$ cat config.mk
export PLATFORM = sky130hd
export DESIGN_NAME = frame_blitter
export DESIGN_NICKNAME = d
export VERILOG_FILES = /design/src/rtl/frame_blitter.sv
export SDC_FILE = /design/constraint.sdc
export NUM_CORES = 1
export LEC_CHECK = 0
export CORE_MARGIN = 2
export CORE_UTILIZATION = 63
export DETAILED_ROUTE_END_ITERATION = 12
export PLACE_DENSITY = 0.91
export RECOVER_POWER = 50
export SYNTH_ARGS = -nofsm -noshare
export SYNTH_HDL_FRONTEND = slang
export SYNTH_SLANG_ARGS = --single-unit
$ cat constraint.sdc
create_clock -name clk_25mHz -period 5.9 [get_ports clk_25mHz]
set_input_delay 1.18 -clock clk_25mHz [delete_from_list [all_inputs] [get_ports clk_25mHz]]
set_output_delay 1.18 -clock clk_25mHz [all_outputs]
set_load 0.005 [all_outputs]
$ cat src/rtl/frame_blitter.sv
// Rectangle-fill writer for a palette-indexed framebuffer: clips a command to the
// screen and streams one pixel write per cycle in raster order, optionally after screenEnd.
module frame_blitter #(
  parameter int WIDTH      = 640,
  parameter int HEIGHT     = 480,
  parameter int ADDR_WIDTH = 19,
  parameter int DATA_WIDTH = 8,
  parameter bit WAIT_FRAME = 1'b1
) (
  input  logic                  clk_25mHz,
  input  logic                  reset,
  input  logic                  cmd_valid,
  output logic                  cmd_ready,
  input  logic [9:0]            cmd_x,
  input  logic [8:0]            cmd_y,
  input  logic [9:0]            cmd_w,
  input  logic [8:0]            cmd_h,
  input  logic [DATA_WIDTH-1:0] cmd_color,
  input  logic                  screenEnd,
  output logic                  wr_en,
  output logic [ADDR_WIDTH-1:0] wr_addr,
  output logic [DATA_WIDTH-1:0] wr_data,
  output logic                  busy,
  output logic                  done,
  output logic                  clipped
);

  typedef enum logic [1:0] {S_IDLE, S_WAIT, S_FILL, S_DONE} state_t;

  localparam logic [10:0]           W11      = 11'(WIDTH);
  localparam logic [10:0]           H11      = 11'(HEIGHT);
  localparam logic [ADDR_WIDTH-1:0] ROW_STEP = ADDR_WIDTH'(WIDTH);

  state_t                  state_q, state_d;
  logic [9:0]              x_start_q, x_start_d;
  logic [10:0]             x_end_q, x_end_d;
  logic [10:0]             y_end_q, y_end_d;
  logic [10:0]             cx_q, cx_d;
  logic [10:0]             cy_q, cy_d;
  logic [ADDR_WIDTH-1:0]   row_base_q, row_base_d;
  logic                    cmd_ready_q, cmd_ready_d;
  logic                    wr_en_q, wr_en_d;
  logic [ADDR_WIDTH-1:0]   wr_addr_q, wr_addr_d;
  logic [DATA_WIDTH-1:0]   wr_data_q, wr_data_d;
  logic                    busy_q, busy_d;
  logic                    done_q, done_d;
  logic                    clipped_q, clipped_d;

  // Acceptance-time clipping in 11-bit arithmetic so x+w and y+h cannot overflow.
  logic [10:0]           x_sum, y_sum, cmd_x_end, cmd_y_end;
  logic                  cmd_empty, cmd_trim, accept;
  logic [ADDR_WIDTH-1:0] first_base;

  assign x_sum      = {1'b0, cmd_x} + {1'b0, cmd_w};
  assign y_sum      = {2'b0, cmd_y} + {2'b0, cmd_h};
  assign cmd_x_end  = (x_sum > W11) ? W11 : x_sum;
  assign cmd_y_end  = (y_sum > H11) ? H11 : y_sum;
  assign cmd_empty  = (cmd_w == 10'd0) || (cmd_h == 9'd0) ||
                      ({1'b0, cmd_x} >= W11) || ({2'b0, cmd_y} >= H11);
  assign cmd_trim   = cmd_empty || (x_sum > W11) || (y_sum > H11);
  assign accept     = cmd_valid && cmd_ready_q;
  // The only multiply happens once per command; pixels then advance by +1 / +WIDTH.
  assign first_base = ROW_STEP * ADDR_WIDTH'(cmd_y);

  always_comb begin
    // NOTE: every _d gets a default hold value first so no path through the case infers a latch.
    state_d    = state_q;
    x_start_d  = x_start_q;
    x_end_d    = x_end_q;
    y_end_d    = y_end_q;
    cx_d       = cx_q;
    cy_d       = cy_q;
    row_base_d = row_base_q;
    wr_addr_d  = wr_addr_q;
    wr_data_d  = wr_data_q;
    clipped_d  = clipped_q;
    wr_en_d    = 1'b0;

    unique case (state_q)
      S_IDLE: begin
        if (accept) begin
          clipped_d = cmd_trim;
          if (cmd_empty) begin
            state_d = S_DONE;
          end else begin
            x_start_d  = cmd_x;
            x_end_d    = cmd_x_end;
            y_end_d    = cmd_y_end;
            cx_d       = {1'b0, cmd_x};
            cy_d       = {2'b0, cmd_y};
            row_base_d = first_base;
            wr_addr_d  = first_base + ADDR_WIDTH'(cmd_x);
            wr_data_d  = cmd_color;
            if (WAIT_FRAME) begin
              state_d = S_WAIT;
            end else begin
              state_d = S_FILL;
              wr_en_d = 1'b1;
            end
          end
        end
      end
      S_WAIT: begin
        // wr_addr already holds the first pixel, so the first write follows the pulse directly.
        if (screenEnd) begin
          state_d = S_FILL;
          wr_en_d = 1'b1;
        end
      end
      S_FILL: begin
        if (cx_q + 11'd1 == x_end_q) begin
          if (cy_q + 11'd1 == y_end_q) begin
            state_d = S_DONE;
          end else begin
            cx_d       = {1'b0, x_start_q};
            cy_d       = cy_q + 11'd1;
            row_base_d = row_base_q + ROW_STEP;
            wr_addr_d  = row_base_q + ROW_STEP + ADDR_WIDTH'(x_start_q);
            wr_en_d    = 1'b1;
          end
        end else begin
          cx_d      = cx_q + 11'd1;
          wr_addr_d = wr_addr_q + ADDR_WIDTH'(1);
          wr_en_d   = 1'b1;
        end
      end
      S_DONE: state_d = S_IDLE;
      default: state_d = S_IDLE;
    endcase

    done_d      = (state_d == S_DONE);
    busy_d      = (state_d != S_IDLE);
    cmd_ready_d = (state_d == S_IDLE);
  end

  always_ff @(posedge clk_25mHz or negedge reset) begin
    if (!reset) begin
      state_q     <= S_IDLE;
      x_start_q   <= '0;
      x_end_q     <= '0;
      y_end_q     <= '0;
      cx_q        <= '0;
      cy_q        <= '0;
      row_base_q  <= '0;
      cmd_ready_q <= 1'b1;
      wr_en_q     <= 1'b0;
      wr_addr_q   <= '0;
      wr_data_q   <= '0;
      busy_q      <= 1'b0;
      done_q      <= 1'b0;
      clipped_q   <= 1'b0;
    end else begin
      // NOTE: non-blocking assignments so every flop samples the pre-edge _d values together.
      state_q     <= state_d;
      x_start_q   <= x_start_d;
      x_end_q     <= x_end_d;
      y_end_q     <= y_end_d;
      cx_q        <= cx_d;
      cy_q        <= cy_d;
      row_base_q  <= row_base_d;
      cmd_ready_q <= cmd_ready_d;
      wr_en_q     <= wr_en_d;
      wr_addr_q   <= wr_addr_d;
      wr_data_q   <= wr_data_d;
      busy_q      <= busy_d;
      done_q      <= done_d;
      clipped_q   <= clipped_d;
    end
  end

  assign cmd_ready = cmd_ready_q;
  assign wr_en     = wr_en_q;
  assign wr_addr   = wr_addr_q;
  assign wr_data   = wr_data_q;
  assign busy      = busy_q;
  assign done      = done_q;
  assign clipped   = clipped_q;

endmodule

==> results.py <==
metrics = {
    "finish": {
        "antennaDiodeCount": 0,
        "syn2layout_area_growth_pct": 13.9,
        "n_fill_cell": 965,
        "drive_gt1_share_pct": 5.28,
        "fin_nets": 1100,
        "finalNonFillerCells": 1176,
        "final-seq-area_mm2": 0.00248,
        "multi_input_area_mm2": 0.00522,
    },
    "drt": {
        "via_per_inst": 6.52,
        "final_antenna_net_count": 0,
        "wl_um": 21600,
        "drc": 0,
        "initialDrtViolationCount": 715,
        "wl_per_cell_um": 18.4,
        "num_vias": 7673,
        "firstDrtPassIters": 5,
    },
    "cts": {
        "cts_tree": "built",
        "clk_pin_slew_worst_paths_ns": 0.07,
        "postCtsSetupBuffers": 0,
        "cts_made_buffers": 9,
        "clockBufferDepth": 2,
        "ctsResizeCount": 0,
        "numClockSinks": 99,
        "insertion_delay_ns": 0.36,
        "htree_levels": 3,
        "postCtsHoldBufs": 0,
        "cts_root_buf": "clkbuf_16",
    },
    "synthesis": {
        "synth_fa_ha_area_share_pct": 8.29,
        "synth.net_count": 1050,
        "synth_top_family_by_area": "compound AO/OA/AOI/OAI gates",
        "synth_compound_area_share_pct": 23.2,
        "yosysSeqAreaShare_pct": 30.8,
        "yosys_register_bits": 99,
        "syn_area_mm2": 0.00806,
        "yosysMostFrequentCell": "nand2_1",
        "ys_types": 89,
        "synthArstFlopShare_pct": 100,
        "ys.warnings.count": 0,
        "synth_flop_cell": "dfrtp_1",
        "synth_xor_area_share_pct": 9.81,
        "yosysTopAreaCell": "dfrtp_1",
        "synth_edf_count": 0,
        "synth_commonest_cells": "138 x nand2_1, 98 x dfrtp_1, 65 x a21oi_1",
        "syn_inst": 949,
        "synth_simple_gate_area_share_pct": 21.9,
        "synth_top_area_share_pct": 30.4,
        "ys_top_cells_by_area": "dfrtp_1 30%, ha_1 7.3%, nand2_1 6.4%, xnor2_1 4.7%, xor2_1 4.5%",
        "avgSynthCellArea_um2": 8.49,
        "yosys-mux-area-fraction_pct": 1.38,
    },
    "floorplanning": {
        "die_area_mm2": 0.0137,
        "start_util_pct": 64.1,
        "row_count": 41,
        "core_mm2": 0.0126,
        "fp.dieH_um": 117,
        "dieWidth_um": 117,
        "io_pins": 82,
    },
    "min_path": {
        "min_path_type": "flop to flop",
        "worstHoldPathCells": 2,
        "worstHoldStart": "wr_data[4]",
        "hold-path-endpoint": "wr_data[4]",
    },
    "sta": {
        "fin_tns_setup_ns": 0,
        "finClkSkew_ns": 0.0110,
        "relSlewSlack_pct": -17.7,
        "period_share_pct": 72.3,
        "fmax_mhz": 234,
        "tightest_slew_ns": 1.77,
        "hold_ws_ns": 0.474,
        "slew_violations": 102,
        "timing.final.ws_setup_ns": 1.63,
        "hold_viol": 0,
        "rsz0062_at_grt": "false",
        "period_needed_ns": 4.27,
        "finalSetupViolCount": 0,
    },
    "global_route": {
        "gr-total-overflow": 0,
        "grt_pass1_vias": 7249,
        "grt_pass1_wl_um": 35800,
        "antenna_found_initial": 0,
        "track_usage_pct": 33.3,
        "grt_max_degree": 76,
    },
    "worst_setup_path": {
        "ff2ff_path_depth": 9,
        "crit_chain": "clkdlybuf4s50_1 -> ha_1 -> ha_1 -> fa_1 -> a211oi_1 -> o21ai_0 -> a21oi_1 -> xor2_1 -> nor2_1 -> a311oi_1 -> o21ai_0 -> a22o_1",
        "critPathSlowestCell": "clkdlybuf4s50_1",
        "crit_fanout": 6,
        "arrival_ns": 4.51,
        "critPathKind": "primary input to flop",
        "reg2reg_slack_ns": 2.17,
        "crit_family": "compound AO/OA/AOI/OAI gates",
        "cp_data_required_time_ns": 6.14,
        "regToRegEndpoint": "cx_q[10]",
        "slowest_delay_ns": 0.67,
        "path_buf_inv": 1,
        "worstSetupEndpointType": "flop",
        "rr_startpoint": "cx_q[0]",
        "start_kind": "primary input",
    },
    "status": {
        "status": "finished, violations left",
        "violations": "max-capacitance violations, max-slew violations",
    },
    "run": {
        "cap_violations": 2,
    },
    "power_and_ir_drop": {
        "powerDensity_mw_per_mm2": 496,
        "vdd_drop_max_mv": 0.283,
        "power_leakage_uw": 0.00393,
        "p_total_uw": 4560,
    },
    "place": {
        "post-place-ws_ns": 1.28,
        "place.gp.congestion": 0.922,
        "dp_cells": 1160,
        "portBuffers": 81,
        "hpwl_um": 15400,
    },
}
## flip-flops by register name, summed over array words and instances, names as in the netlist
register / count
cmd_ready: 1
x_start_q: 10
wr_data: 8
clipped: 1
row_base_q: 12
cy_q: 11
x_end_q: 11
y_end_q: 10
cx_q: 11
wr_en: 1
state_q: 2
wr_addr: 19
done: 1
busy: 1
## report_power, final
part	switching [uW]	leakage (uW)	internal, uW
clock	272	0.000163	384
combinational	1370	0.00257	1100
sequential	448	0.00119	990
total	2090	0.00393	2470
## through the flow
step / area (um^2) / utilization, %
floorplan: 8060 / -
global placement: 8860 / 70.5
detailed placement: 8860 / 70.5
CTS: 9180 / 73.1
global route: 9180 / 73.0
finish: 9180 / 73.0
## layout by cell type (no fill, tap or decap), types with 9 or more instances in the layout
cell type / count
o31ai_1: 9
o22ai_1: 20
a21o_1: 14
ha_1: 46
o211ai_1: 15
dfrtp_1: 98
inv_1: 22
nor3_1: 19
nand3_1: 37
xnor2_1: 43
clkbuf_16: 9
a21oi_1: 65
nand4_1: 10
xor2_1: 41
nor2b_1: 17
and3_1: 16
dlygate4sd3_1: 16
a31oi_1: 18
a22o_1: 11
mux2i_1: 10
nor2_1: 64
o21ai_0: 44
clkdlybuf4s50_1: 64
nand2_1: 138
## per-layer routing
layer	global-route usage (%)	vias up	routed length, um
met4	14.4	0	635
met2	52.9	449	10100
li1	-	3581	-
met3	5.82	56	2160
met1	45.1	3587	8720
met5	0	-	0
## worst reg2reg max path, delay by kind of cell, from the launching register on
kind / cells / cell delay [ns]
compound gates: 4 / 1.63
xor+xnor: 1 / 0.25
fa+ha+maj: 1 / 0.40
flops: 1 / 0.52
simple gates: 3 / 0.81
## final cells by class
type	instances	share of cell area, %
multi-input combinational	778	56.9
sequential	99	27.0
timing repair buffer	87	9.23
clock buffer	10	2.60
tap	172	2.34
inverter	24	0.982
clock inverter	6	0.954
## kinds of logic (layout without fill, tap and decap cells)
kind of cell	after synthesis	after routing
buf+inv	72	127
mux	11	11
simple gates	352	352
other cells	1	1
flops	99	99
fa+ha+maj	51	51
xor+xnor	87	87
compound gates	276	276
## worst max-delay path by stage
stage	startpoint	to	slack, ns	cells after the start
2_1_floorplan	cmd_y[1]	wr_addr[18]	2.22	11
3_3_place_gp	cmd_y[1]	wr_addr[18]	1.37	12
3_5_place_dp	cmd_y[1]	wr_addr[18]	1.28	12
4_1_cts	cmd_y[1]	wr_addr[18]	1.65	12
5_1_grt	cmd_y[1]	wr_addr[18]	1.38	12
6_report	cmd_y[1]	wr_addr[18]	1.63	12
(Power assumes the default switching activity.)
